===== config.mk =====
export PLATFORM = sky130hd
export DESIGN_NAME = hazard_stall_ctrl
export DESIGN_NICKNAME = d
export VERILOG_FILES = /design/src/rtl/hazard_stall_ctrl.sv
export SDC_FILE = /design/constraint.sdc
export NUM_CORES = 1
export LEC_CHECK = 0
export CORE_MARGIN = 2
export CORE_UTILIZATION = 32
export DETAILED_ROUTE_END_ITERATION = 10
export HOLD_SLACK_MARGIN = 0.03
export PLACE_DENSITY = 0.74
export RECOVER_POWER = 50
export SLEW_MARGIN = 20
export SYNTH_ARGS = -nofsm -noshare
export SYNTH_HDL_FRONTEND = slang
export SYNTH_SLANG_ARGS = --single-unit

===== constraint.sdc =====
create_clock -name clk -period 1.3 [get_ports clk]
set_input_delay 0.26 -clock clk [delete_from_list [all_inputs] [get_ports clk]]
set_output_delay 0.26 -clock clk [all_outputs]
set_load 0.01 [all_outputs]

===== src/rtl/hazard_stall_ctrl.sv =====
// Pipeline hazard / stall / halt-drain controller for the F/D, D/X, X/M, M/W flop banks.
// Optional STALL_COUNTER_EN adds a saturating 16-bit stall_cycles counter output.
module hazard_stall_ctrl #(
  parameter int REG_W        = 4,
  parameter int DRAIN_CYCLES = 4
) (
  input  logic             clk,
  input  logic             rst,
  input  logic [REG_W-1:0] id_Source1,
  input  logic [REG_W-1:0] id_Source2,
  input  logic             id_use_src1,
  input  logic             id_use_src2,
  input  logic             id_branch_reg,
  input  logic             id_branch_taken,
  input  logic             id_halt,
  input  logic             dx_MemRead,
  input  logic             dx_RegWrite,
  input  logic [REG_W-1:0] dx_reg_dest,
  input  logic             xm_MemRead,
  input  logic [REG_W-1:0] xm_reg_dest,
  input  logic             mem_stall,
  output logic             pc_wen,
  output logic             fd_wen,
  output logic             fd_flush,
  output logic             dx_wen,
  output logic             dx_bubble,
  output logic             xm_wen,
  output logic             mw_wen,
`ifdef STALL_COUNTER_EN
  output logic             halt_done,
  output logic [15:0]      stall_cycles
`else
  output logic             halt_done
`endif
);

  typedef enum logic [1:0] {RUN, MEM_WAIT, HALT_DRAIN, HALTED} state_t;

  localparam logic [3:0] DRAIN_LOAD = 4'(DRAIN_CYCLES - 1);

  state_t     state;
  logic [3:0] drain_cnt;
  logic       dx_dest_nz;
  logic       xm_dest_nz;
  logic       load_use;
  logic       br_haz;
  logic       hazard;

  assign dx_dest_nz = (dx_reg_dest != '0);
  assign xm_dest_nz = (xm_reg_dest != '0);

  assign load_use = dx_MemRead & dx_RegWrite & dx_dest_nz &
                    ((id_use_src1 & (id_Source1 == dx_reg_dest)) |
                     (id_use_src2 & (id_Source2 == dx_reg_dest)));

  assign br_haz = id_branch_reg &
                  ((dx_RegWrite & dx_dest_nz & (id_Source1 == dx_reg_dest)) |
                   (xm_MemRead  & xm_dest_nz & (id_Source1 == xm_reg_dest)));

  assign hazard = load_use | br_haz;

  // MEM_WAIT shares RUN's output rules; it only records that the pipe was frozen.
  always_comb begin
    pc_wen    = 1'b0;
    fd_wen    = 1'b0;
    fd_flush  = 1'b0;
    dx_wen    = 1'b0;
    dx_bubble = 1'b0;
    xm_wen    = 1'b0;
    mw_wen    = 1'b0;
    halt_done = 1'b0;
    if (rst) begin
      dx_bubble = 1'b1;
    end else begin
      unique case (state)
        RUN, MEM_WAIT: begin
          if (mem_stall) begin
            pc_wen = 1'b0;
          end else if (hazard) begin
            dx_wen    = 1'b1;
            xm_wen    = 1'b1;
            mw_wen    = 1'b1;
            dx_bubble = 1'b1;
          end else if (id_halt) begin
            fd_wen   = 1'b1;
            fd_flush = 1'b1;
            dx_wen   = 1'b1;
            xm_wen   = 1'b1;
            mw_wen   = 1'b1;
          end else begin
            pc_wen   = 1'b1;
            fd_wen   = 1'b1;
            fd_flush = id_branch_taken;
            dx_wen   = 1'b1;
            xm_wen   = 1'b1;
            mw_wen   = 1'b1;
          end
        end
        HALT_DRAIN: begin
          dx_bubble = 1'b1;
          dx_wen    = ~mem_stall;
          xm_wen    = ~mem_stall;
          mw_wen    = ~mem_stall;
        end
        HALTED: begin
          halt_done = 1'b1;
        end
        default: begin
          dx_bubble = 1'b1;
        end
      endcase
    end
  end

  always_ff @(posedge clk or posedge rst) begin
    if (rst) begin
      state     <= RUN;
      drain_cnt <= 4'd0;
    end else begin
      unique case (state)
        RUN, MEM_WAIT: begin
          if (mem_stall) begin
            state <= MEM_WAIT;
          end else if (hazard) begin
            state <= RUN;
          end else if (id_halt) begin
            drain_cnt <= DRAIN_LOAD;
            state     <= (DRAIN_CYCLES <= 1) ? HALTED : HALT_DRAIN;
          end else begin
            state <= RUN;
          end
        end
        HALT_DRAIN: begin
          // drain_cnt holds the non-stalled drain cycles still owed before HALTED
          if (!mem_stall) begin
            drain_cnt <= drain_cnt - 4'd1;
            if (drain_cnt <= 4'd1) state <= HALTED;
          end
        end
        HALTED: begin
          state <= HALTED;
        end
        default: begin
          state <= RUN;
        end
      endcase
    end
  end

`ifdef STALL_COUNTER_EN
  always_ff @(posedge clk or posedge rst) begin
    if (rst) begin
      stall_cycles <= 16'd0;
    end else if (((state == RUN) || (state == MEM_WAIT)) && (mem_stall || hazard) &&
                 (stall_cycles != 16'hFFFF)) begin
      stall_cycles <= stall_cycles + 16'd1;
    end
  end
`endif

endmodule


# Word-level counts from Yosys, hierarchy flattened

Index checks and enable logic that the tools add are counted.

Register bits after elaboration: 6
Bits in latches: 0
RAM bits: 0
Bits in read-only memories: 0
Bits of input ports: 27
Output and inout port bits: 8
Logic and storage cells: 70
Memories kept: 0

Add/subtract/negate cells: 1
$mul: 0
Div/mod/pow operators: 0
Magnitude comparators: 1
Eq/ne operators: 11
Shifts and indexed selects: 0
Mux-type cells: 34
Bitwise gates (word level): 14
Reduce and logical (&&, ||, !) cells: 7

Operators with widths:

| operator              | number |
|---|---|
| $mux W1               | 21 |
| $mux W4               | 4 |
| $eq A4 B4 Y1          | 3 |
| $and A1 B1 Y1         | 10 |
| $mux W2               | 5 |
| $ne A2 B2 Y1 const B  | 5 |
| $pmux W4 S2           | 1 |
| $reduce_bool A4 Y1    | 2 |
| $pmux W2 S3           | 1 |
| $reduce_and A5 Y1     | 1 |
| $eq A2 B2 Y1 const B  | 2 |
| $le A4 B1 Y1 const B  | 1 |
| $pmux W1 S2           | 2 |
| $sub A4 B1 Y4 const B | 1 |
| $or A1 B1 Y1          | 3 |
| $eq A2 B1 Y1 const B  | 1 |
| $logic_not A2 Y1      | 1 |
| $reduce_and A2 Y1     | 1 |
| $reduce_bool A2 Y1    | 1 |
| $reduce_or A2 Y1      | 1 |
| $not A1 Y1            | 1 |

# Logic depth before layout (Yosys ltp)

Depth in word-level cells: 10
Mapped depth: 5
Gate-level depth less buffers: 5

# Least setup slack after synthesis

Ideal clock, no wire load.

Path kind: in2out
From: input dx_reg_dest[0]
To: output fd_flush
Arrival time: 1311 ps
Required time: 1040 ps
Slack: -271 ps
Stages on the path: 3
Path buffers: 0
Cell sequence: o41ai_1 > o21ai_2 > nor4_1

Longest elaborated chain between the ends: 10
Elaborated cells between the ends (all ways): 17
Those cells by class: 2 x eq/ne; 4 x mux; 10 x bitwise; 1 x reduce/logical

RTL lines:

| item                       | line | text |
|---|---|---|
| start, declared            | 18   | `input logic [REG_W-1:0] dx_reg_dest,` |
| $reduce_bool A4 Y1         | 49   | `assign dx_dest_nz = (dx_reg_dest != '0);` |
| $and A1 B1 Y1 (2 in a row) | 57   | `((dx_RegWrite & dx_dest_nz & (id_Source1 == dx_reg_dest)) \|` |
| $or A1 B1 Y1               | 57   |  |
| $and A1 B1 Y1              | 56   | `assign br_haz = id_branch_reg &` |
| $or A1 B1 Y1 (*)           | 60   | `assign hazard = load_use \| br_haz;` |
| $mux W1 (*)                | 79   | `end else if (hazard) begin` |
| $mux W1 (*)                | 77   | `if (mem_stall) begin` |
| $mux W1 (*)                | 75   | `unique case (state)` |
| $mux W1 (*)                | 72   | `if (rst) begin` |
| end, declared              | 24   | `output logic fd_flush,` |

Mark *: on every way between the ends. The rest lies on a longest branch, timed or not.

# Final worst setup path

From: input dx_reg_dest[1]
To: output fd_wen

Longest elaborated chain between the ends: 10
Elaborated cells between the ends (all ways): 17
Those cells by class: 2 x eq/ne; 4 x mux; 10 x bitwise; 1 x reduce/logical

RTL lines:

| item                       | line | text |
|---|---|---|
| $reduce_bool A4 Y1         | 49   |  |
| $and A1 B1 Y1 (2 in a row) | 57   |  |
| $or A1 B1 Y1               | 57   |  |
| $and A1 B1 Y1              | 56   |  |
| $or A1 B1 Y1 (*)           | 60   |  |
| $mux W1 (*)                | 79   |  |
| $mux W1 (*)                | 77   |  |
| $mux W1 (*)                | 75   |  |
| $mux W1 (*)                | 72   |  |
| end, declared              | 23   | `output logic fd_wen,` |

Marks and branches as above.

==> reports/metrics.cfg <==
[final_layout]
layout.cells.most_common = buf_2
mostFrequentLayoutCells = buf_2 (16), buf_6 (14), buf_4 (11)
layout-drive-gt1-share = 0.7025
layout.area.seq_sq_um = 150.1
num_antenna_cells = 0
fin_util = 0.7563
fin_nets = 152
multi_input_area_sq_um = 629.4
syn_to_final_growth_pct = 124.9
fillerInstances = 113

[setup_path]
rr_worst_depth = 7
r2r-start = state[1]$_DFFE_PP0P_
r2r-end = drain_cnt[2]$_DFFE_PP0P_
startpoint_type = primary input
required_ns = 1.04
path_max_fanout = 4
critPathArrivalTime_ns = 1.41
crit_chain = buf_4 > o41ai_4 > o21ai_4 > buf_6 > nor3_2 > buf_2
slowest_stage = o41ai_4
end_kind = output port
regToRegSetupSlack_ns = -0.11
worstSetupPathType = primary input to output port
critPathMaxStageDelay_ns = 0.42

[timing]
worst_slew_pin_slew_ns = 0.3630
rsz0062_at_grt = yes
slew-limit-headroom = 0.7572
hold_viol_final = 0
setup_slack_ns = -0.3655
finalMaxSlewViolations = 0
finalSetupViolations = 12
finClkSkew_ns = 0.001805
min_period_ns = 1.665
setup-tns-final_ns = -2.144
fmax_mhz = 600.4
fin_crit_sh = 1.281

[synthesis]
synth_edf_count = 0
synth_nets = 96
async_flop_share = 1.000
syn_area_sq_um = 568.0
yosysSeqAreaShare = 0.2643
synthFlopType = dfrtp_1
synth_seq_cells = 6
synthDistinctLibCells = 28
yosysWarnings = 0
synth.avg_cell_area_sq_um = 8.478
syn_inst = 67

[clocking]
cts_tree = done
root_buffer = clkbuf_4
clock-sinks = 6
cts_buffer_depth = 2
holdBufCountCts = 0
numCtsBuffers = 3
clk_pin_slew_worst_paths_ns = 0.04
htreeDepth = 1
clk_latency_ns = 0.24

[placed_design]
hpwl_mm = 1.298
io_buffers = 34
gp_congestion = 0.7004
pre_cts_slack_ns = -1.207

[floorplan]
dieWidth_um = 46.13
die_area_sq_um = 2128
placementRows = 15
start_util = 0.3363
die-height_um = 46.13
core-area_sq_um = 1689
io_pins = 35

[global_routing]
grt_pass1_vias = 736
track_usage = 0.2005
gr-total-overflow = 0
grt_max_degree = 7
grt_pass1_wl_mm = 2.980
antenna_found_initial = 0

[flow_run]
cap_violations = 0

[routing]
wl_per_cell_um = 15.13
via_per_inst = 4.884
first_pass_iters = 4
vias = 674
detail_route.iter0.violations = 2
drc_errors = 0
drt-total-wl_mm = 2.088
ant_nets = 0

[pwr]
power_density_nw_per_um2 = 734.9
ir_drop_v = 0.0007598
power_leakage_nw = 0.5830

[run_status]
violations = setup timing
status = finished with violations

[worst_hold_path]
min_path_type = primary input to asynchronous set/reset pin

worst max-delay path by stage:
| stage | start | to | slack [ns] |
|---|---|---|---|
| floorplan | dx_reg_dest[0] | fd_flush | -0.07 |
| global placement | dx_reg_dest[1] | dx_bubble | -1.19 |
| detailed placement | dx_reg_dest[1] | dx_bubble | -1.21 |
| CTS | dx_reg_dest[2] | pc_wen | -0.42 |
| global route | id_Source1[3] | fd_wen | -0.43 |
| finish | dx_reg_dest[1] | fd_wen | -0.37 |
metrics by stage:
stage	hold slack, ns	area, sq um	cells	power [mW]
6_report	0.1610	1277	138	0.9388
5_1_grt	0.2270	1277	138	1.003
4_1_cts	0.2307	1180	136	0.8832
3_5_place_dp	0.5851	1037	129	0.6537
3_3_place_gp	0.5839	1037	129	0.6410
2_1_floorplan	0.05652	593.1	67	0.4740
routing by layer:
metal / track usage / wire length [um]
met5: 0 / 0
met1: 0.2087 / 762
met4: 0.1143 / 14
met3: 0.04314 / 130
met2: 0.3639 / 1180
cell usage after synthesis (all sizes together), types with 2 or more instances:
master	number	area, sq um
xnor2	3	26.28
nor3	7	40.04
ha	2	25.02
o21ai	3	18.77
nand2	3	11.26
xor2	10	87.58
buf	2	15.01
nor2	5	18.77
a21oi	3	15.01
and2	4	25.02
nor4	3	18.77
inv	3	11.26
a22oi	2	20.02
and3	2	17.52
dfrtp	6	150.1
where the power goes:
group,leakage (nW),switching [mW],total (mW),internal [mW]
Clock,0.0138,0.0576,0.161,0.104
Sequential,0.0653,0.0667,0.312,0.246
Combinational,0.504,0.203,0.465,0.262
Total,0.583,0.328,0.939,0.611
cell type report:
cell class	instances	area share
multi-input cells	56	0.4927
flip-flops and latches	6	0.1175
clock buffers	3	0.01763
well taps	17	0.01665
inverters	3	0.008815
repair buffers	53	0.3467
cell families after synthesis:
| family | after synthesis | synth area share |
|---|---|---|
| AO/OA/AOI/OAI | 13 | 0.1674 |
| flip-flops | 6 | 0.2643 |
| buffers and inverters | 5 | 0.04625 |
| adder cells (fa/ha/maj) | 2 | 0.04405 |
| AND/OR/NAND/NOR | 28 | 0.2776 |
| XOR/XNOR | 13 | 0.2004 |
timing repair:
action	4_1_cts	5_1_grt
setup endpoints to repair	13	13
pin swaps	30	12
resized for setup	154	19
buffers inserted	6	2
cloned	0	0
sequential cells by signal, summed over array words and instances (netlist names):
name       count
drain_cnt      4
state          2
critical path: cells and delay by family:
family / cells / cell delay, ns
AOI/OAI and AO/OA: 2 / 0.55
buffers and inverters: 3 / 0.44
and+or+nand+nor: 1 / 0.15
No activity file was read; power rests on OpenSTA's default activity.
